$ cat src/rtl/note_game_pkg.sv
`default_nettype none
// ============================================================================
//  Module      : note_game_pkg
//  Description : Shared types and song data for the note game blocks.
//  Revision    : 1.0 - initial release
// ============================================================================
package note_game_pkg;

    localparam int FREQ_W      = 16;
    localparam int c_max_songs = 2;
    localparam int c_max_notes = 32;

    typedef enum logic [1:0] {
        IDLE  = 2'd0,
        FILL  = 2'd1,
        SERVE = 2'd2,
        DONE  = 2'd3
    } server_state_t;

    // Target note frequencies in Hz, one row per song.
    localparam logic [15:0] c_song_table [c_max_songs][c_max_notes] = '{
        '{16'd262, 16'd440, 16'd622, 16'd349, 16'd392, 16'd440, 16'd494, 16'd523,
          16'd587, 16'd659, 16'd698, 16'd784, 16'd698, 16'd659, 16'd587, 16'd523,
          16'd494, 16'd440, 16'd392, 16'd349, 16'd330, 16'd294, 16'd262, 16'd294,
          16'd330, 16'd349, 16'd392, 16'd440, 16'd494, 16'd523, 16'd587, 16'd523},
        '{16'd330, 16'd392, 16'd440, 16'd494, 16'd523, 16'd494, 16'd440, 16'd392,
          16'd349, 16'd392, 16'd440, 16'd349, 16'd330, 16'd294, 16'd262, 16'd294,
          16'd330, 16'd330, 16'd392, 16'd392, 16'd440, 16'd440, 16'd392, 16'd349,
          16'd349, 16'd330, 16'd330, 16'd294, 16'd294, 16'd262, 16'd262, 16'd262}
    };

    // Table lookup; anything outside the stored songs reads as a rest.
    function automatic logic [FREQ_W-1:0] song_freq(input int song, input int idx);
        if (song >= 0 && song < c_max_songs && idx >= 0 && idx < c_max_notes) begin
            return c_song_table[song][idx];
        end
        return '0;
    endfunction

endpackage
`default_nettype wire

$ cat src/rtl/song_rom.sv
`default_nettype none
// ============================================================================
//  Module      : song_rom
//  Description : Song frequency ROM with a registered, 1-cycle read.
//  Revision    : 1.0 - initial release
// ============================================================================
module song_rom
    import note_game_pkg::*;
#(
    parameter int SONG_LEN  = 32,
    parameter int NUM_SONGS = 2,
    parameter int FREQ_W    = note_game_pkg::FREQ_W
) (
    input  logic                         pixel_clk_in,
    input  logic                         rst_in,
    input  logic [$clog2(NUM_SONGS)-1:0] song,
    input  logic [$clog2(SONG_LEN)-1:0]  idx,
    output logic [FREQ_W-1:0]            freq
);

    // Read every cycle; the caller decides which words it keeps.
    always_ff @(posedge pixel_clk_in or negedge rst_in) begin
        if (!rst_in) begin
            freq <= '0;
        end else begin
            freq <= FREQ_W'(song_freq(int'(song), int'(idx)));
        end
    end

endmodule
`default_nettype wire

$ cat src/rtl/song_note_server.sv
`default_nettype none
// ============================================================================
//  Module      : song_note_server
//  Description : Answers note_req from the game with the next song note,
//                prefetching from song_rom into a small FIFO.
//  Revision    : 1.0 - initial release
// ============================================================================
module song_note_server
    import note_game_pkg::*;
#(
    parameter int SONG_LEN   = 32,
    parameter int NUM_SONGS  = 2,
    parameter int FIFO_DEPTH = 4,
    parameter int FREQ_W     = note_game_pkg::FREQ_W
) (
    input  logic                         pixel_clk_in,
    input  logic                         rst_in,
    input  logic                         start_in,
    input  logic [$clog2(NUM_SONGS)-1:0] song_sel_in,
    input  logic                         note_req_in,
    output logic [FREQ_W-1:0]            note_freq_out,
    output logic                         note_valid_out,
    output logic [$clog2(SONG_LEN)-1:0]  note_idx_out,
    output logic                         final_note_out,
    output logic                         busy_out,
    output logic                         underflow_out
);

    localparam int IDX_W   = $clog2(SONG_LEN);
    localparam int FETCH_W = IDX_W + 1;
    localparam int PTR_W   = $clog2(FIFO_DEPTH);
    localparam int CNT_W   = PTR_W + 1;
    localparam int SONG_W  = $clog2(NUM_SONGS);

    localparam logic [FETCH_W-1:0] c_song_len = FETCH_W'(SONG_LEN);
    localparam logic [IDX_W-1:0]   c_last_idx = IDX_W'(SONG_LEN - 1);
    localparam logic [CNT_W-1:0]   c_depth    = CNT_W'(FIFO_DEPTH);

    server_state_t        r_state;
    server_state_t        w_state_next;
    logic                 r_req_d;
    logic                 r_pending;
    logic [SONG_W-1:0]    r_song_sel;
    logic [FETCH_W-1:0]   r_fetch_idx;
    logic                 r_in_flight;
    logic [IDX_W-1:0]     r_flight_idx;
    logic [CNT_W-1:0]     r_count;
    logic [PTR_W-1:0]     r_rd_ptr;
    logic [PTR_W-1:0]     r_wr_ptr;
    logic [FREQ_W-1:0]    r_fifo_freq [FIFO_DEPTH];
    logic [IDX_W-1:0]     r_fifo_idx  [FIFO_DEPTH];
    logic [FREQ_W-1:0]    r_note_freq;
    logic                 r_note_valid;
    logic [IDX_W-1:0]     r_note_idx;
    logic                 r_final;
    logic                 r_underflow;

    logic [FREQ_W-1:0]    w_rom_freq;
    logic                 w_req_pulse;
    logic                 w_active;
    logic                 w_empty;
    logic                 w_want;
    logic                 w_pop;
    logic                 w_push;
    logic                 w_issue;
    logic [CNT_W-1:0]     w_count_next;
    logic [FREQ_W-1:0]    w_head_freq;
    logic [IDX_W-1:0]     w_head_idx;
    logic                 w_last_pop;

    song_rom #(
        .SONG_LEN  (SONG_LEN),
        .NUM_SONGS (NUM_SONGS),
        .FREQ_W    (FREQ_W)
    ) u_song_rom (
        .pixel_clk_in (pixel_clk_in),
        .rst_in       (rst_in),
        .song         (r_song_sel),
        .idx          (r_fetch_idx[IDX_W-1:0]),
        .freq         (w_rom_freq)
    );

    // A held request level counts once; a pending request is retried each cycle.
    assign w_req_pulse  = note_req_in & ~r_req_d;
    assign w_active     = (r_state == FILL) || (r_state == SERVE);
    assign w_empty      = (r_count == '0);
    assign w_want       = w_req_pulse | r_pending;
    assign w_pop        = w_active & w_want & ~w_empty & ~start_in;
    // start_in flushes, so the word landing on a start cycle is dropped.
    assign w_push       = r_in_flight & ~start_in;
    // Reserve FIFO space at issue time so the returning word always fits.
    assign w_issue      = w_active & ~start_in
                        & ((r_count + CNT_W'(r_in_flight)) < c_depth)
                        & (r_fetch_idx < c_song_len);
    assign w_count_next = r_count + CNT_W'(w_push) - CNT_W'(w_pop);
    assign w_head_freq  = r_fifo_freq[r_rd_ptr];
    assign w_head_idx   = r_fifo_idx[r_rd_ptr];
    assign w_last_pop   = w_pop & (w_head_idx == c_last_idx);

    // Next-state selection; start_in overrides every state.
    always_comb begin
        w_state_next = r_state;
        if (start_in) begin
            w_state_next = FILL;
        end else begin
            case (r_state)
                IDLE:    w_state_next = IDLE;
                FILL: begin
                    if (w_last_pop) begin
                        w_state_next = DONE;
                    end else if ((w_count_next == c_depth) || (r_fetch_idx == c_song_len)) begin
                        w_state_next = SERVE;
                    end
                end
                SERVE:   if (w_last_pop) w_state_next = DONE;
                DONE:    w_state_next = DONE;
                default: w_state_next = IDLE;
            endcase
        end
    end

    // State, fetch/FIFO bookkeeping and registered outputs.
    always_ff @(posedge pixel_clk_in or negedge rst_in) begin
        if (!rst_in) begin
            r_state      <= IDLE;
            r_req_d      <= 1'b0;
            r_pending    <= 1'b0;
            r_song_sel   <= '0;
            r_fetch_idx  <= '0;
            r_in_flight  <= 1'b0;
            r_flight_idx <= '0;
            r_count      <= '0;
            r_rd_ptr     <= '0;
            r_wr_ptr     <= '0;
            r_note_freq  <= '0;
            r_note_valid <= 1'b0;
            r_note_idx   <= '0;
            r_final      <= 1'b0;
            r_underflow  <= 1'b0;
        end else begin
            r_state      <= w_state_next;
            r_req_d      <= note_req_in;
            r_note_valid <= 1'b0;
            if (start_in) begin
                r_song_sel  <= song_sel_in;
                r_fetch_idx <= '0;
                r_in_flight <= 1'b0;
                r_count     <= '0;
                r_rd_ptr    <= '0;
                r_wr_ptr    <= '0;
                r_pending   <= 1'b0;
                r_final     <= 1'b0;
                r_underflow <= 1'b0;
            end else begin
                r_in_flight <= w_issue;
                if (w_issue) begin
                    r_fetch_idx  <= r_fetch_idx + FETCH_W'(1);
                    r_flight_idx <= r_fetch_idx[IDX_W-1:0];
                end
                if (w_push) begin
                    r_wr_ptr <= r_wr_ptr + PTR_W'(1);
                end
                if (w_pop) begin
                    r_rd_ptr     <= r_rd_ptr + PTR_W'(1);
                    r_note_valid <= 1'b1;
                    r_note_freq  <= w_head_freq;
                    r_note_idx   <= w_head_idx;
                    if (w_head_idx == c_last_idx) begin
                        r_final <= 1'b1;
                    end
                end else if ((r_state == DONE) && w_req_pulse) begin
                    r_note_valid <= 1'b1;
                    r_note_freq  <= '0;
                    r_note_idx   <= c_last_idx;
                end
                r_count   <= w_count_next;
                r_pending <= w_active & w_want & w_empty;
                if ((r_state == SERVE) && w_req_pulse && w_empty) begin
                    r_underflow <= 1'b1;
                end
            end
        end
    end

    // FIFO storage; needs no reset since count gates every read.
    always_ff @(posedge pixel_clk_in) begin
        if (w_push) begin
            r_fifo_freq[r_wr_ptr] <= w_rom_freq;
            r_fifo_idx[r_wr_ptr]  <= r_flight_idx;
        end
    end

    // A push can only land where space was reserved at issue time.
    always_ff @(posedge pixel_clk_in) begin
        if (rst_in) begin
            assert (!(w_push && (r_count == c_depth)));
        end
    end

    assign note_freq_out  = r_note_freq;
    assign note_valid_out = r_note_valid;
    assign note_idx_out   = r_note_idx;
    assign final_note_out = r_final;
    assign busy_out       = (r_state == FILL);
    assign underflow_out  = r_underflow;

endmodule
`default_nettype wire

$ cat config.mk
export PLATFORM = sky130hd
export DESIGN_NAME = song_note_server
export DESIGN_NICKNAME = d
export VERILOG_FILES = /design/src/rtl/note_game_pkg.sv /design/src/rtl/song_rom.sv /design/src/rtl/song_note_server.sv
export SDC_FILE = /design/constraint.sdc
export NUM_CORES = 1
export LEC_CHECK = 0
export ABC_AREA = 1
export BUFFER_PORTS_ARGS = -buffer_cell sky130_fd_sc_hd__buf_2
export CORE_MARGIN = 2
export CORE_UTILIZATION = 62
export CTS_BUF_LIST = sky130_fd_sc_hd__clkbuf_16
export DETAILED_ROUTE_END_ITERATION = 16
export PLACE_DENSITY_LB_ADDON = 0.08
export SYNTH_ARGS = -nofsm -noshare
export SYNTH_HDL_FRONTEND = slang
export SYNTH_HIERARCHICAL = 1
export SYNTH_SLANG_ARGS = --single-unit
export TNS_END_PERCENT = 100
$ cat constraint.sdc
create_clock -name pixel_clk_in -period 3.7 [get_ports pixel_clk_in]
set_input_delay 0.37 -clock pixel_clk_in [delete_from_list [all_inputs] [get_ports pixel_clk_in]]
set_output_delay 0.37 -clock pixel_clk_in [all_outputs]
set_load 0.02 [all_outputs]
==> run summary <==
WL met2 -> 6951 um
Antenna cells -> 0
Clock Latency Late Sink -> 410 ps
Worst VDD drop -> 0.3668 mV
Nets -> 752
Via/cell ratio -> 5.527
Cell taking the most area after synthesis -> edfxtp_1
Core ar. -> 10,370 um^2
Main flop type after synthesis -> edfxtp_1
Most frequent cell after synthesis -> nand2_1
H-tree Lvls -> 4
Worst path most repeated cell -> inv_1
Arr. time, crit path -> 3180 ps
Final Hold Vio Count -> 0
Design area -> 7445 um^2
Ys Warns -> 6
Outcome -> finished clean
Commonest cells in the netlist -> nand2_1 (163), edfxtp_1 (84), inv_1 (81)
Routability-driven placement congestion ratio -> 0.9026
Cell area power density -> 695.0 nW/um^2
Fin crit share -> 77.87%
CTS buffer count -> 17
Sum of negative setup slack -> 0 ps
Critical path class -> reg2reg
Number of I/O pins -> 30
Critical path startpoint -> r_state[0]
First-pass GRT wire length -> 22,690 um
Congestion Overflow GR -> 0
Slew HR -> 43.31%
Residual DRC count -> 0
Placement-stage cell area -> 6865 um^2
Buffer count from post-CTS setup fixing -> 0
Minimum clock period -> 2881 ps
Post-Synthesis Cells -> 694
Syn-to-layout area delta -> 11.86%
Max stage delay cell, worst path -> dfrtp_1
Die Ht -> 107.6 um
Highest Clock Rate -> 347.1 MHz
Vias in the first global route -> 4,606
Max-cap violations -> 0
Post-Syn Area -> 6655 um^2
Resized cells post-CTS -> 0
Area contributors post-synth -> edfxtp_1 (38%), dfrtp_1 (22%), nand2_1 (9.2%), nand3_1 (5.8%), ha_1 (4.7%)
Met1 wire length -> 6092 um
Worst-margin pin slew -> 850.3 ps
Largest stage delay, worst path -> 410 ps
Final setup margin -> 819.0 ps
Routed len/inst -> 16.04 um
Met3 wire length -> 699 um
TritonRoute pass-1 iters -> 6
HP Class -> in2async
#FFs+latches synth -> 142
DR top layer -> met4
CTS tree -> done
Antenna violations before repair -> 0
DP Wirelength -> 8763 um
Cts hold-fix bufs -> 0
Number of synthesized flops with an enable pin -> 84
Port Buffers -> 29
Detailed Route WL -> 13,940 um
Crit Path Max Fanout -> 4
Root Driver -> clkbuf_16
Post-DRT Antenna Nets -> 0
Routed vias -> 4,803
# setup viols final -> 0
RSZ-0062 raised after global routing -> false
CP Launch Type -> flop
Pin count of the biggest net entering global routing -> 59
Share of layout cells above drive strength 1 -> 10.64%
Distinct cell type count after synthesis -> 35
Die width -> 107.6 um
Initial DRC count -> 424
Initial core utilization -> 64.18%
CP endpoint kind -> flop
Async set or reset register ratio after synthesis -> 40.85%
# rows -> 37
Maximum root-to-sink buffer count -> 2
Die ar. -> 11,580 um^2
Synth top area share -> 37.90%
Data required time of the critical path -> 4000 ps
Sink Count -> 142
Final clock skew -> 12.70 ps
Final Max Tran Viols -> 0
Total track usage -> 25.74%
Crit-path cells -> inv_1 > ha_1 > nand3_1 > nor2_1 > ha_1 > inv_1 > ha_1 > inv_1 > fa_1 > xor2_1 > inv_1 > nand3_1 > nand3_1 > nand2_2 > clkinv_1 > nand2_1 > nand2_1
Clock-pin slew on the worst setup and hold paths -> 60 ps
Static leakage -> 3.344 nW
Seq/Total Area, Yosys -> 59.71%
Worst R2R Start -> r_state[0]
Syn avg cell area -> 9.590 um^2
DP Worst Slack -> 889.3 ps
-- kinds of logic (layout without fill, tap and decap cells) --
group / Yosys count / after routing / synth area share, %
other: 1 / 6 / 0.05635
adders and majority gates: 26 / 26 / 5.001
buffers and inverters: 123 / 157 / 7.990
DFF: 142 / 142 / 59.71
xor gates and xnor gates: 2 / 2 / 0.2633
AOI/OAI and AO/OA: 111 / 111 / 8.724
and+or+nand+nor: 289 / 289 / 18.26
-- final timing paths --
path                                endpoint  depth (start not counted)  slack [ps]
max                               r_state[0]                         17         820
min                         note_freq_out[6]                          1          30
max reg2reg                       r_state[0]                         17         820
min reg2reg                r_fifo_freq[2][7]                          0         480
max in group asynchronous     final_note_out                          2        2810
min in group pixel_clk_in            r_req_d                          1          90
-- cell type report --
class                   count  area [um^2]
clock buffers              17        425.4
clock inverters            14        153.9
fillers                   745         2925
inverters                  88        330.3
multi-input cells         434         2178
flip-flops and latches    142         3974
well taps                 136        170.2
repair buffers             38        212.7
-- through the flow --
stage	instances	hold WS (ps)	util, %	power (mW)
2_1_floorplan	699	74.41	-	3.142
3_3_place_gp	838	465.7	66.20	3.492
3_5_place_dp	838	469.1	66.20	3.534
4_1_cts	869	64.67	71.79	5.187
5_1_grt	869	77.43	71.79	5.472
6_report	869	29.70	71.79	5.174
-- registers in the layout, summed over array words and instances, names as in the netlist, 2 cells and up --
name	count
r_fifo_freq	64
r_fifo_idx	20
note_freq_out	16
u_song_rom/freq	10
r_fetch_idx	6
note_idx_out	5
r_flight_idx	5
r_count	3
r_rd_ptr	2
r_state	2
r_wr_ptr	2
-- cells in the final DEF (no fill, tap or decap), types with 25 or more instances in the layout --
master and count:
nand2_1 163, edfxtp_1 84, nand3_1 77, o21ai_0 61, buf_2 29, dfrtp_1 58, inv_1 83, ha_1 25
nor2_1 33, a21oi_1 36
-- worst max-delay path, delay by kind of cell (launching register included) --
| family | cells | cell delay, ps |
|---|---|---|
| fa+ha+maj | 4 | 1090 |
| simple gates | 7 | 730 |
| flops | 1 | 410 |
| buf+inv | 5 | 310 |
| xor+xnor | 1 | 240 |
-- power by group --
part	total (mW)	switching [mW]	leakage [nW]	internal, mW
Combinational	1.31	0.895	1.55	0.416
Sequential	2.21	0.218	1.51	1.99
Clock	1.65	0.605	0.290	1.05
Total	5.17	1.72	3.34	3.46
-- routing by layer --
metal  vias to the layer above  track usage (%)
li1                       2349                -
met1                      2288            35.19
met2                       149            41.87
met3                        17            4.782
met4                         0            8.700
met5                         -                0
Note: power is estimated with default switching activity, not from simulation.
